[src/rtl/vector_exec_sequencer.sv]
// Steps one issued vector ALU instruction through its LMUL register group,
// producing beat counters, register offsets, write-enables and completion.
module vector_exec_sequencer #(
  parameter int VLEN  = 64,
  parameter int CNT_W = 4
) (
  input  logic             clk,
  input  logic             reset_n,
  input  logic             issue_valid_i,
  output logic             issue_ready_o,
  input  logic [2:0]       vlmul_i,
  input  logic             widening_i,
  input  logic             reduction_i,
  input  logic             alu_hold_i,
  input  logic             flush_i,
  output logic [1:0]       state_o,
  output logic [CNT_W-1:0] cycle_count_o,
  output logic [CNT_W-1:0] cycle_count_r_o,
  output logic [2:0]       vs_offset_o,
  output logic [2:0]       vd_offset_o,
  output logic [2:0]       vd_offset_r_o,
  output logic             wr_en_o,
  output logic             done_o,
  output logic             error_o
);

  typedef enum logic [1:0] {IDLE = 2'b00, EXEC = 2'b01, DRAIN = 2'b10} state_t;

  typedef struct packed {
    logic             widening;
    logic             reduction;
    logic [CNT_W-1:0] last;
  } cfg_t;

  if (CNT_W < 4 || VLEN < 1) begin : g_param_check
    $error("vector_exec_sequencer: CNT_W must be >= 4 and VLEN positive");
  end

  state_t           state;
  cfg_t             cfg;
  logic [CNT_W-1:0] beat, beat_r;
  logic [CNT_W-1:0] req_beats;
  logic [2:0]       vd_r;
  logic             ready_q, done_q, err_q, wr_q;
  logic             illegal, beat_done, last_beat;

  // Beats for the offered instruction; widening doubles the group count.
  always_comb begin
    unique case (vlmul_i)
      3'b001:  req_beats = CNT_W'(2);
      3'b010:  req_beats = CNT_W'(4);
      3'b011:  req_beats = CNT_W'(8);
      default: req_beats = CNT_W'(1);
    endcase
    if (widening_i) req_beats = req_beats << 1;
  end

  assign illegal   = (vlmul_i == 3'b100) || (widening_i && vlmul_i == 3'b011);
  assign beat_done = (state == EXEC) && !alu_hold_i && !flush_i;
  assign last_beat = (beat == cfg.last);

  always_ff @(posedge clk or negedge reset_n) begin
    if (!reset_n) begin
      state   <= IDLE;
      cfg     <= '0;
      beat    <= '0;
      beat_r  <= '0;
      vd_r    <= '0;
      ready_q <= 1'b0;
      done_q  <= 1'b0;
      err_q   <= 1'b0;
      wr_q    <= 1'b0;
    end else begin
      beat_r <= beat;
      done_q <= 1'b0;
      err_q  <= 1'b0;
      // ALU result is registered, so writes trail the completing beat by one clock.
      wr_q   <= beat_done && (!cfg.reduction || last_beat);
      if (beat_done) vd_r <= cfg.reduction ? 3'd0 : beat[2:0];

      if (flush_i) begin
        state   <= IDLE;
        beat    <= '0;
        ready_q <= 1'b1;
      end else begin
        unique case (state)
          IDLE: begin
            ready_q <= 1'b1;
            if (issue_valid_i && ready_q) begin
              if (illegal) begin
                err_q <= 1'b1;
              end else begin
                state   <= EXEC;
                ready_q <= 1'b0;
                beat    <= '0;
                cfg     <= '{widening: widening_i, reduction: reduction_i,
                             last: req_beats - 1'b1};
              end
            end
          end
          EXEC: begin
            if (!alu_hold_i) begin
              if (last_beat) begin
                state  <= DRAIN;
                done_q <= 1'b1;
              end else begin
                beat <= beat + 1'b1;
              end
            end
          end
          DRAIN: begin
            state   <= IDLE;
            beat    <= '0;
            ready_q <= 1'b1;
          end
          default: state <= IDLE;
        endcase
      end
    end
  end

  assign issue_ready_o   = ready_q;
  assign state_o         = state;
  assign cycle_count_o   = beat;
  assign cycle_count_r_o = beat_r;
  assign vd_offset_o     = beat[2:0];
  assign vs_offset_o     = cfg.widening ? beat[3:1] : beat[2:0];
  assign vd_offset_r_o   = vd_r;
  assign wr_en_o         = wr_q;
  assign done_o          = done_q;
  assign error_o         = err_q;

endmodule

[config.mk]
export PLATFORM = sky130hd
export DESIGN_NAME = vector_exec_sequencer
export DESIGN_NICKNAME = d
export VERILOG_FILES = /design/src/rtl/vector_exec_sequencer.sv
export SDC_FILE = /design/constraint.sdc
export NUM_CORES = 1
export LEC_CHECK = 0
export CORE_UTILIZATION = 50
export DETAILED_ROUTE_END_ITERATION = 6
export PLACE_DENSITY = 0.83
export SLEW_MARGIN = 20
export SYNTH_ARGS = -nofsm -noshare
export SYNTH_HDL_FRONTEND = slang
export SYNTH_SLANG_ARGS = --single-unit
[constraint.sdc]
create_clock -name clk -period 3.42 [get_ports clk]
set_input_delay 0.513 -clock clk [delete_from_list [all_inputs] [get_ports clk]]
set_output_delay 0.513 -clock clk [all_outputs]
set_load 0.1 [all_outputs]
## Word level (Yosys, flattened, before mapping)

Index checks and enable logic that the tools add are counted.

- Bits in registers: 23
- Bits in latches: 0
- Bits in writable memories: 0
- Bits in read-only memories: 0
- Input port bits: 10
- Output and inout port bits: 23
- Word-level logic and storage cells: 70
- Memories kept: 0

- Add/sub/neg operators: 2
- Multipliers: 0
- Divide/modulo/power cells: 0
- Magnitude comparators: 0
- Equal/unequal tests: 12
- Shifts and indexed selects: 0
- Muxes and demuxes: 27
- Bitwise gates (word level): 2
- Reduce and logical (&&, ||, !) cells: 16

Operator list:

| operator | number |
|---|---|
| $mux W4 | 6 |
| $pmux W4 S3 | 2 |
| $ne A3 B3 Y1 const B | 5 |
| $mux W1 | 10 |
| $mux W2 | 5 |
| $reduce_and A4 Y1 | 2 |
| $eq A3 B2 Y1 const B | 2 |
| $mux W3 | 2 |
| $logic_and A1 B1 Y1 | 5 |
| $reduce_and A5 Y1 | 1 |
| $add A4 B1 Y4 const B | 1 |
| $eq A4 B4 Y1 | 1 |
| $pmux W2 S2 | 1 |
| $reduce_bool A4 Y1 | 1 |
| $sub A4 B1 Y4 const B | 1 |
| $eq A3 B1 Y1 const B | 1 |
| $eq A3 B3 Y1 const B | 1 |
| $logic_not A1 Y1 | 3 |
| $reduce_bool A3 Y1 | 1 |
| $eq A2 B1 Y1 const B | 1 |
| $eq A2 B2 Y1 const B | 1 |
| $logic_not A2 Y1 | 1 |
| $logic_or A1 B1 Y1 | 2 |
| $not A1 Y1 | 2 |
| $pmux W1 S2 | 1 |

## Logic depth before layout (Yosys ltp)

Gate-level depths: netlist of run 1.

- Depth in word-level cells: 7
- Gate-level depth with buffers: 5

## Least setup slack after synthesis of run 1

No wires, ideal clock.

- Kind: reg-to-output
- Start point: reg beat[0] (netlist: cycle_count_o[0])
- End point: out vs_offset_o[0]
- Arrival time: 3.332 ns
- Path slack: -0.425 ns
- Stages on the path, launching flop included: 3
- Buffers on the path: 0
- Path through: dfrtp_1 -> inv_1 -> o21ai_0

- Cells in the longest elaborated chain, start to end: 1

RTL lines:

| element | RTL line | text |
|---|---|---|
| from (decl) | 41 | `logic [CNT_W-1:0] beat, beat_r;` |
| from (signal assigned) | 107 | `beat <= beat + 1'b1;` |
| $mux W3 | 127 | `assign vs_offset_o = cfg.widening ? beat[3:1] : beat[2:0];` |
| to (decl) | 19 | `output logic [2:0] vs_offset_o,` |

Every way passes these cells.

## Final worst setup path of run 1

- Start point: reg beat[2] (netlist: cycle_count_o[2])
- End point: out cycle_count_o[2]

RTL lines:

| element | RTL line | text |
|---|---|---|
| to (decl) | 17 | `output logic [CNT_W-1:0] cycle_count_o,` |

No word-level cell between the ends.

==> metrics.cfg, run 1 <==
[global_route]
grt_max_degree=24
grt_pass1_wl_mm=4.13
antenna_found_initial=0
grt_usage_pct=21.8
grt_pass1_vias=878
overflow=0

[pwr]
powerDensity_nw_per_um2=471
vdd_drop_max_v=0.000276
p_leak_nw=0.617

[logic_synthesis]
ys.flop_type=dfrtp_1
ys_ff_latch=23
synth.distinct_cells=39
synth_edf_count=0
yosysSeqAreaShare_pct=49.3
ys_async_sr_fraction_pct=100
yosys.area.top_type=dfrtp_1
yosys_warnings=0
syn_area_per_cell_sq_um=10.7
syn_nets=120
syn_area_sq_um=1170
synth_top_area_share_pct=49.3
netlist_instances=109
synth_most_common_cell=dfrtp_1
synthTopCellsByArea=dfrtp_1 49%, xnor2_1 3.0%, nor2_1 2.9%
synth_common_cells=23 x dfrtp_1, 9 x nor2_1, 8 x nand2_1

[setup_path]
endpoint_kind=output port
worstPathArrival_ns=2.03
crit_path_start_kind=flop
critPathBufInv=1
crit_start=cycle_count_o[2]
crit_chain=clkdlybuf4s50_1
cp_top_family=buffers and inverters
worstSetupPathType=flop to output port
r2r_start=state_o[1]
crit_path_max_fanout=10
max_stage_delay_ns=1.19
crit_required_ns=2.91
critPathSlowestCell=clkdlybuf4s50_1

[sta]
setup-tns-final_ns=0
slew_headroom_pct=34.8
hold_viol_final=0
setup_viol=0
final.period_utilization_pct=74.3
tightest_slew_ns=0.974
final.min_clock_period_ns=2.54
report.final.slew_viol_count=0
rsz0062_at_grt=no
holdWs_ns=0.146
max_freq_ghz=0.394
fin_worst_skew_ns=0.00292

[hold_path]
hp-class=input port to asynchronous set/reset pin

[cts]
cts_setup_buffers=0
ctsHoldBuffers=0
htreeDepth=1
clock_tree.root_cell=clkbuf_4
insertion_delay_ns=0.31
cts_sinks=23
cts_buffer_depth=2
cts.clk_slew.worst_paths_ns=0.12
ctsResizeCount=0
cts_buffers=3
cts_tree=done

[floorplanning]
core_area_sq_um=2210
die_h_um=50.3
die_width_um=50.3
die_area_sq_um=2530
ios=33
start_util_pct=52.8
rows=17

[cells_and_area]
final_area_sq_um=1500
diodes=0
nNetsFinal=152
area_growth_pct=28.1
drive_gt1_share_pct=12.1
fin_cells=168

[placed_design]
place_hpwl_mm=1.85
place_area_sq_um=1480
place.gp.congestion=0.866
place_inst=164
numPortBuffers=32

[run_status]
outcome=completed

[drt]
num_vias=971
wl_met3_um=94
totalWireLength_mm=2.40
postRouteAntennaNets=0
routedWlPerCell_um=14.3
drc=0
wl_met1_mm=1.10
dr.pass1.iters=4
top_layer_used=met4
vias_per_cell=5.78
drt_iter0_drc=21
wl_met2_mm=1.13

[job]
cap_violations=0

==> area by class of cell <==
type / instances / area (sq um)
sequential: 23 / 576
tap: 28 / 35.0
multi-input combinational: 77 / 537
timing repair buffer: 32 / 308
inverter: 4 / 15.0
clock buffer: 4 / 26.3
fill: 171 / 716
==> layer usage <==
| metal | global-route usage (%) | vias up |
|---|---|---|
| li1 | - | 459 |
| met1 | 30.0 | 475 |
| met2 | 33.3 | 29 |
| met3 | 3.64 | 8 |
| met4 | 10.6 | 0 |
| met5 | 0 | - |
==> sequential cells by signal (all words and copies together) (netlist names) <==
signal,count
vd_offset_r_o,3
cfg,6
cycle_count_o,4
error_o,1
state_o,2
wr_en_o,1
issue_ready_o,1
cycle_count_r_o,4
done_o,1
==> stage by stage <==
| step | power, W | setup WS [ns] | utilization [%] |
|---|---|---|---|
| 6_report | 0.000705 | 0.880 | 67.6 |
| 3_3_place_gp | 0.000582 | 1.24 | 66.7 |
| 3_5_place_dp | 0.000588 | 1.22 | 66.7 |
| 4_1_cts | 0.000710 | 0.862 | 67.9 |
| 2_1_floorplan | 0.000522 | 0.326 | - |
| 5_1_grt | 0.000743 | 0.776 | 67.6 |
==> worst paths after layout <==
| path | end | slack [ns] | depth (start not counted) |
|---|---|---|---|
| setup / recovery | cycle_count_o[2] | 0.88 | 1 |
| hold / removal | cycle_count_r_o[1] | 0.15 | 1 |
| setup reg to reg | cfg[4] | 1.78 | 4 |
| hold reg to reg | vd_offset_r_o[0] | 0.50 | 2 |
| max in group asynchronous | state_o[0] | 2.95 | 1 |
| min in group clk | vd_offset_r_o[0] | 0.50 | 2 |
==> cells by family (layout without fill, tap and decap cells) <==
logic type | count (synthesis) | count (layout) | synth area share (%)
AOI/OAI and AO/OA | 29 | 29 | 18.4
DFF | 23 | 23 | 49.3
and+or+nand+nor | 40 | 40 | 20.6
xor gates and xnor gates | 4 | 4 | 3.00
buffers and inverters | 9 | 40 | 4.82
muxes | 3 | 3 | 2.89
adders and majority gates | 1 | 1 | 1.07
==> placed cells by master (no fill, tap or decap), types with 2 or more instances in the layout <==
cell type / count
nand2b_1: 2
nand2_1: 8
a21oi_1: 5
o32ai_1: 2
a31oi_1: 4
xnor2_1: 4
o31ai_1: 2
nor2_1: 9
nor2b_1: 2
or3_1: 2
buf_4: 3
o21ai_1: 2
dfrtp_1: 23
inv_1: 4
clkbuf_4: 3
clkdlybuf4s50_1: 28
nor3b_1: 2
nand3_1: 2
nor3_1: 3
a21o_1: 3
mux2_2: 2
o21ai_0: 4
==> power breakdown <==
group	internal, W	leakage (nW)	switching [W]
combinational	0.0000827	0.299	0.000158
clock	0.0000456	0.0150	0.0000792
sequential	0.000301	0.303	0.0000390
total	0.000429	0.617	0.000277
Power figures use the tool's default switching activity.
==> run 2: changes to the inputs <==
- CORE_UTILIZATION: 50 -> 42
- PLACE_DENSITY: 0.83 -> 0.74
- clock period: 3.42 -> 2.1 ns (I/O delays scaled with it)
==> metrics.cfg, run 2 (synthesized netlist as in run 1, its figures left out) <==
[drt]
vias_per_cell=5.70  ; -1.4%
routedWlPerCell_um=14.8  ; +3.7%
dr.pass1.iters=4  ; unchanged
drt_iter0_drc=43  ; +100%
num_vias=980  ; +0.93%
totalWireLength_mm=2.55  ; +6.1%
postRouteAntennaNets=0  ; unchanged
drc=0  ; unchanged

[setup_path]
crit_start=cfg[5]
crit_path_start_kind=flop
worstPathArrival_ns=1.43  ; -0.60 ns
crit_required_ns=1.78  ; -1.13 ns
worstSetupPathType=flop to output port
crit_path_max_fanout=6  ; -4
r2r_start=state_o[1]
endpoint_kind=output port

[global_route]
grt_pass1_vias=930  ; +5.9%
grt_max_degree=24  ; unchanged
grt_pass1_wl_mm=4.19  ; +1.5%
antenna_found_initial=0  ; unchanged
overflow=0  ; unchanged
grt_usage_pct=20.1  ; -1.7 points

[cells_and_area]
area_growth_pct=31.0
largest_reg_flops=6  ; unchanged
final_cell_mix=22 x dfrtp_1, 22 x buf_4, 9 x nor2_1, 9 x clkdlybuf4s50_1, 8 x nand2_1
diodes=0  ; unchanged
multi_input_area_sq_um=559  ; +4.2%
regMostFlops=cfg
nNetsFinal=154  ; +1.3%
nFillCells=228  ; +33%
drive_gt1_share_pct=29.6  ; +17 points
final_area_sq_um=1530  ; +2.3%
postLayoutCoreUtil_pct=60.2  ; -7.5 points
regArea_sq_um=577  ; +0.22%
fin_cells=172  ; +2.4%

[pwr]
p_leak_nw=0.679  ; +10%
vdd_drop_max_v=0.000409  ; +48%
powerDensity_nw_per_um2=764  ; +62%

[floorplanning]
die_h_um=54.8  ; +8.7%
die_area_sq_um=3000  ; +18%
die_width_um=54.8  ; +8.7%
rows=18  ; +1
core_area_sq_um=2540  ; +15%
ios=33  ; unchanged
start_util_pct=45.9  ; -6.9 points

[cts]
cts_buffer_depth=2  ; unchanged
ctsResizeCount=0  ; unchanged
cts_sinks=23  ; unchanged
cts_buffers=3  ; unchanged
clock_tree.root_cell=clkbuf_4
cts_tree=done
insertion_delay_ns=0.31  ; about the same
cts.clk_slew.worst_paths_ns=0.13  ; about the same
ctsHoldBuffers=0  ; unchanged
htreeDepth=1  ; unchanged
cts_setup_buffers=0  ; unchanged

[placed_design]
place_area_sq_um=1500  ; +2.0%
numPortBuffers=32  ; unchanged
place_hpwl_mm=1.93  ; +4.4%
place_inst=168  ; +2.4%
place.gp.congestion=0.815  ; -5.9%

[sta]
setup_viol=0  ; unchanged
fin_worst_skew_ns=0.00345  ; +0.000534 ns
final.period_utilization_pct=83.1
slew_headroom_pct=75.8  ; +41 points
max_freq_ghz=0.573
tightest_slew_ns=0.361  ; -0.614 ns
hold_viol_final=0  ; unchanged
final.min_clock_period_ns=1.75
holdWs_ns=0.337  ; +0.192 ns
report.final.slew_viol_count=0  ; unchanged
rsz0062_at_grt=no

[job]
cap_violations=0  ; unchanged

[run_status]
outcome=completed

[hold_path]
hp-class=input port to asynchronous set/reset pin

## run 2: report_power, final
group          switching [W]  leakage (nW)  internal, W
Sequential         0.0000719         0.301     0.000489
Combinational       0.000264         0.361     0.000139
Clock               0.000135        0.0177    0.0000712
## run 2: path summary, 6_finish.rpt
path / end / slack, ns / depth (start not counted)
setup / recovery: vs_offset_o[2] / 0.35 / 2
hold / removal: error_o / 0.34 / 2
setup reg to reg: cfg[4] / 0.46 / 4
hold reg to reg: vd_offset_r_o[1] / 0.50 / 2
max in group asynchronous: cycle_count_o[1] / 1.52 / 2
min in group clk: vd_offset_r_o[1] / 0.50 / 2
## run 2: metrics by stage
step           total power (W)  TNS, ns  worst slack, ns
4_1_cts                0.00118        0            0.333
3_3_place_gp          0.000965        0            0.202
2_1_floorplan         0.000860  -0.0553          -0.0553
6_report               0.00117        0            0.355
5_1_grt                0.00123        0            0.298
3_5_place_dp          0.000972        0            0.215
## run 2: cell type report
| cell class | count | area share (%) |
|---|---|---|
| multi-input cells | 77 | 36.5 |
| inverters | 4 | 0.980 |
| repair buffers | 34 | 20.6 |
| clock buffers | 3 | 1.47 |
| well taps | 30 | 2.45 |
| clock inverters | 1 | 0.327 |
| flip-flops and latches | 23 | 37.7 |
## run 2: layer usage
metal	GRT usage, %	routed length [um]	vias to the layer above
met1	26.6	1120	476
met4	6.84	6	0
li1	-	-	460
met3	3.33	172	2
met2	32.9	1250	42
met5	0	0	-
## run 2: critical path, stage by stage, from the launching register on
cell and delay (ns):
dfrtp_1 0.53, mux2_2 0.41, buf_12 0.17
==> run 3: changes to the inputs <==
- clock period: 2.1 -> 1.4 ns (I/O delays scaled with it)
==> metrics.cfg, run 3 (synthesized netlist as in run 1, its figures left out) <==
[placed_design]
place.gp.congestion=0.829  ; +1.7%
numPortBuffers=32  ; unchanged
place_ws_ns=-0.331  ; -0.546 ns
place_hpwl_mm=2.43  ; +26%
place_inst=190  ; +13%

[cells_and_area]
nFillCells=109  ; -52%
regMostFlops=cfg
diodes=0  ; unchanged
largest_reg_flops=6  ; unchanged
nNetsFinal=187  ; +21%
regArea_sq_um=598  ; +3.7%
fin_cells=205  ; +19%
final_cell_mix=25 x buf_12, 21 x buf_4, 15 x dfrtp_1
multi_input_area_sq_um=706  ; +26%
drive_gt1_share_pct=56.6  ; +27 points
layout_commonest_cell=buf_12
area_growth_pct=95.0
postLayoutCoreUtil_pct=89.5  ; +29 points

[drt]
postRouteAntennaNets=0  ; unchanged
totalWireLength_mm=3.97  ; +56%
drc=0  ; unchanged
dr.pass1.iters=4  ; unchanged
drt_iter0_drc=65  ; +51%
routedWlPerCell_um=19.4  ; +31%
num_vias=1202  ; +23%
vias_per_cell=5.86  ; +2.9%

[global_route]
grt_usage_pct=28.3  ; +8.2 points
grt_pass1_vias=1142  ; +23%
grt_max_degree=24  ; unchanged
grt_pass1_wl_mm=5.71  ; +36%
antenna_found_initial=0  ; unchanged
overflow=0  ; unchanged

[cts]
cts_buffers=3  ; unchanged
insertion_delay_ns=0.33  ; +0.02 ns
cts_buffer_depth=2  ; unchanged
cts.clk_slew.worst_paths_ns=0.13  ; about the same
clock_tree.root_cell=clkbuf_4
ctsHoldBuffers=0  ; unchanged
htreeDepth=1  ; unchanged
cts_sinks=23  ; unchanged
cts_tree=done

[floorplanning]
start_util_pct=45.9  ; unchanged
core_area_sq_um=2540  ; unchanged
ios=33  ; unchanged
die_area_sq_um=3000  ; unchanged
rows=18  ; unchanged
die_h_um=54.8  ; unchanged
die_width_um=54.8  ; unchanged

[setup_path]
endpoint=vs_offset_o[2]
reg2regPathDepth=4  ; unchanged
crit_start=cycle_count_o[2]
rr_endpoint=cfg[5]
critPathSlowestCell=dfrtp_4
r2r_setup_slack_ns=-0.17  ; -0.63 ns
r2r_start=state_o[1]
crit_path_max_fanout=4  ; -2
crit_chain=buf_8 > mux2_4 > buf_12
crit_path_start_kind=flop
max_stage_delay_ns=0.51  ; -0.02 ns
worstSetupPathType=flop to output port
worstPathArrival_ns=1.43  ; about the same
crit_required_ns=1.19  ; -0.59 ns
endpoint_kind=output port

[sta]
final.period_utilization_pct=117
hold_viol_final=0  ; unchanged
worst_slack_ns=-0.236  ; -0.591 ns
max_freq_ghz=0.611
holdWs_ns=0.234  ; -0.103 ns
report.final.slew_viol_count=0  ; unchanged
fin_worst_skew_ns=0.0118  ; +0.00834 ns
rsz0062_at_grt=yes
tightest_slew_ns=0.374  ; +0.0132 ns
slew_headroom_pct=75.1  ; -0.69 points
final.min_clock_period_ns=1.64
setup_viol=23  ; +23

[pwr]
p_leak_nw=0.959  ; +41%
powerDensity_nw_per_um2=948  ; +24%
power_w=0.00216  ; +85%
vdd_drop_max_v=0.000957  ; +130%

[job]
cap_violations=0  ; unchanged

[run_status]
violations=setup timing
outcome=finished with violations

[hold_path]
hp-class=input port to asynchronous set/reset pin

run 3: final cells by class:
type                            count  share of cell area, %
Multi-Input combinational cell     77                   31.0
Clock buffer                        4                   1.15
Tap cell                           30                   1.65
Inverter                            4                  0.879
Timing Repair Buffer               67                   39.1
Sequential cell                    23                   26.2
run 3: worst max-delay path: cells and delay by family, from the launching register on:
family	cells	cell delay [ns]
buf+inv	2	0.30
mux	1	0.28
flops	1	0.51
run 3: worst min path at each step:
| stage | end | slack (ns) |
|---|---|---|
| after floorplan | cfg[0] | -0.09 |
| after global placement | wr_en_o | 0.51 |
| after detailed placement | wr_en_o | 0.54 |
| after CTS | cycle_count_o[3] | 0.23 |
| after global routing | vd_offset_r_o[2] | 0.26 |
| final | cfg[3] | 0.23 |
run 3: per-stage QoR:
step | instance area (sq um) | TNS, ns
floorplan | 1260 | -2.97
global placement | 1980 | -3.43
detailed placement | 1980 | -4.53
CTS | 2210 | -2.00
global route | 2280 | -3.29
finish | 2280 | -2.32
run 3: where the power goes:
part           leakage [nW]  internal [W]  total [W]  switching [W]
registers             0.290      0.000740   0.000879       0.000139
logic                 0.654      0.000441   0.000955       0.000515
clock network        0.0150      0.000112   0.000326       0.000214
total                 0.959       0.00129    0.00216       0.000868
run 3: per-layer routing:
metal	part of all wire [%]	track usage, %	wire, um
met4	3.3	12.8	131
met2	52	46.8	2050
met5	0	0	0
met3	6.2	5.83	247
met1	39	35.2	1550
run 3: repair_timing:
item | 4_1_cts | 5_1_grt
setup buffers | 10 | 4
endpoints found under the setup margin | 18 | 28
resized for setup | 23 | 16
pin swaps | 7 | 9
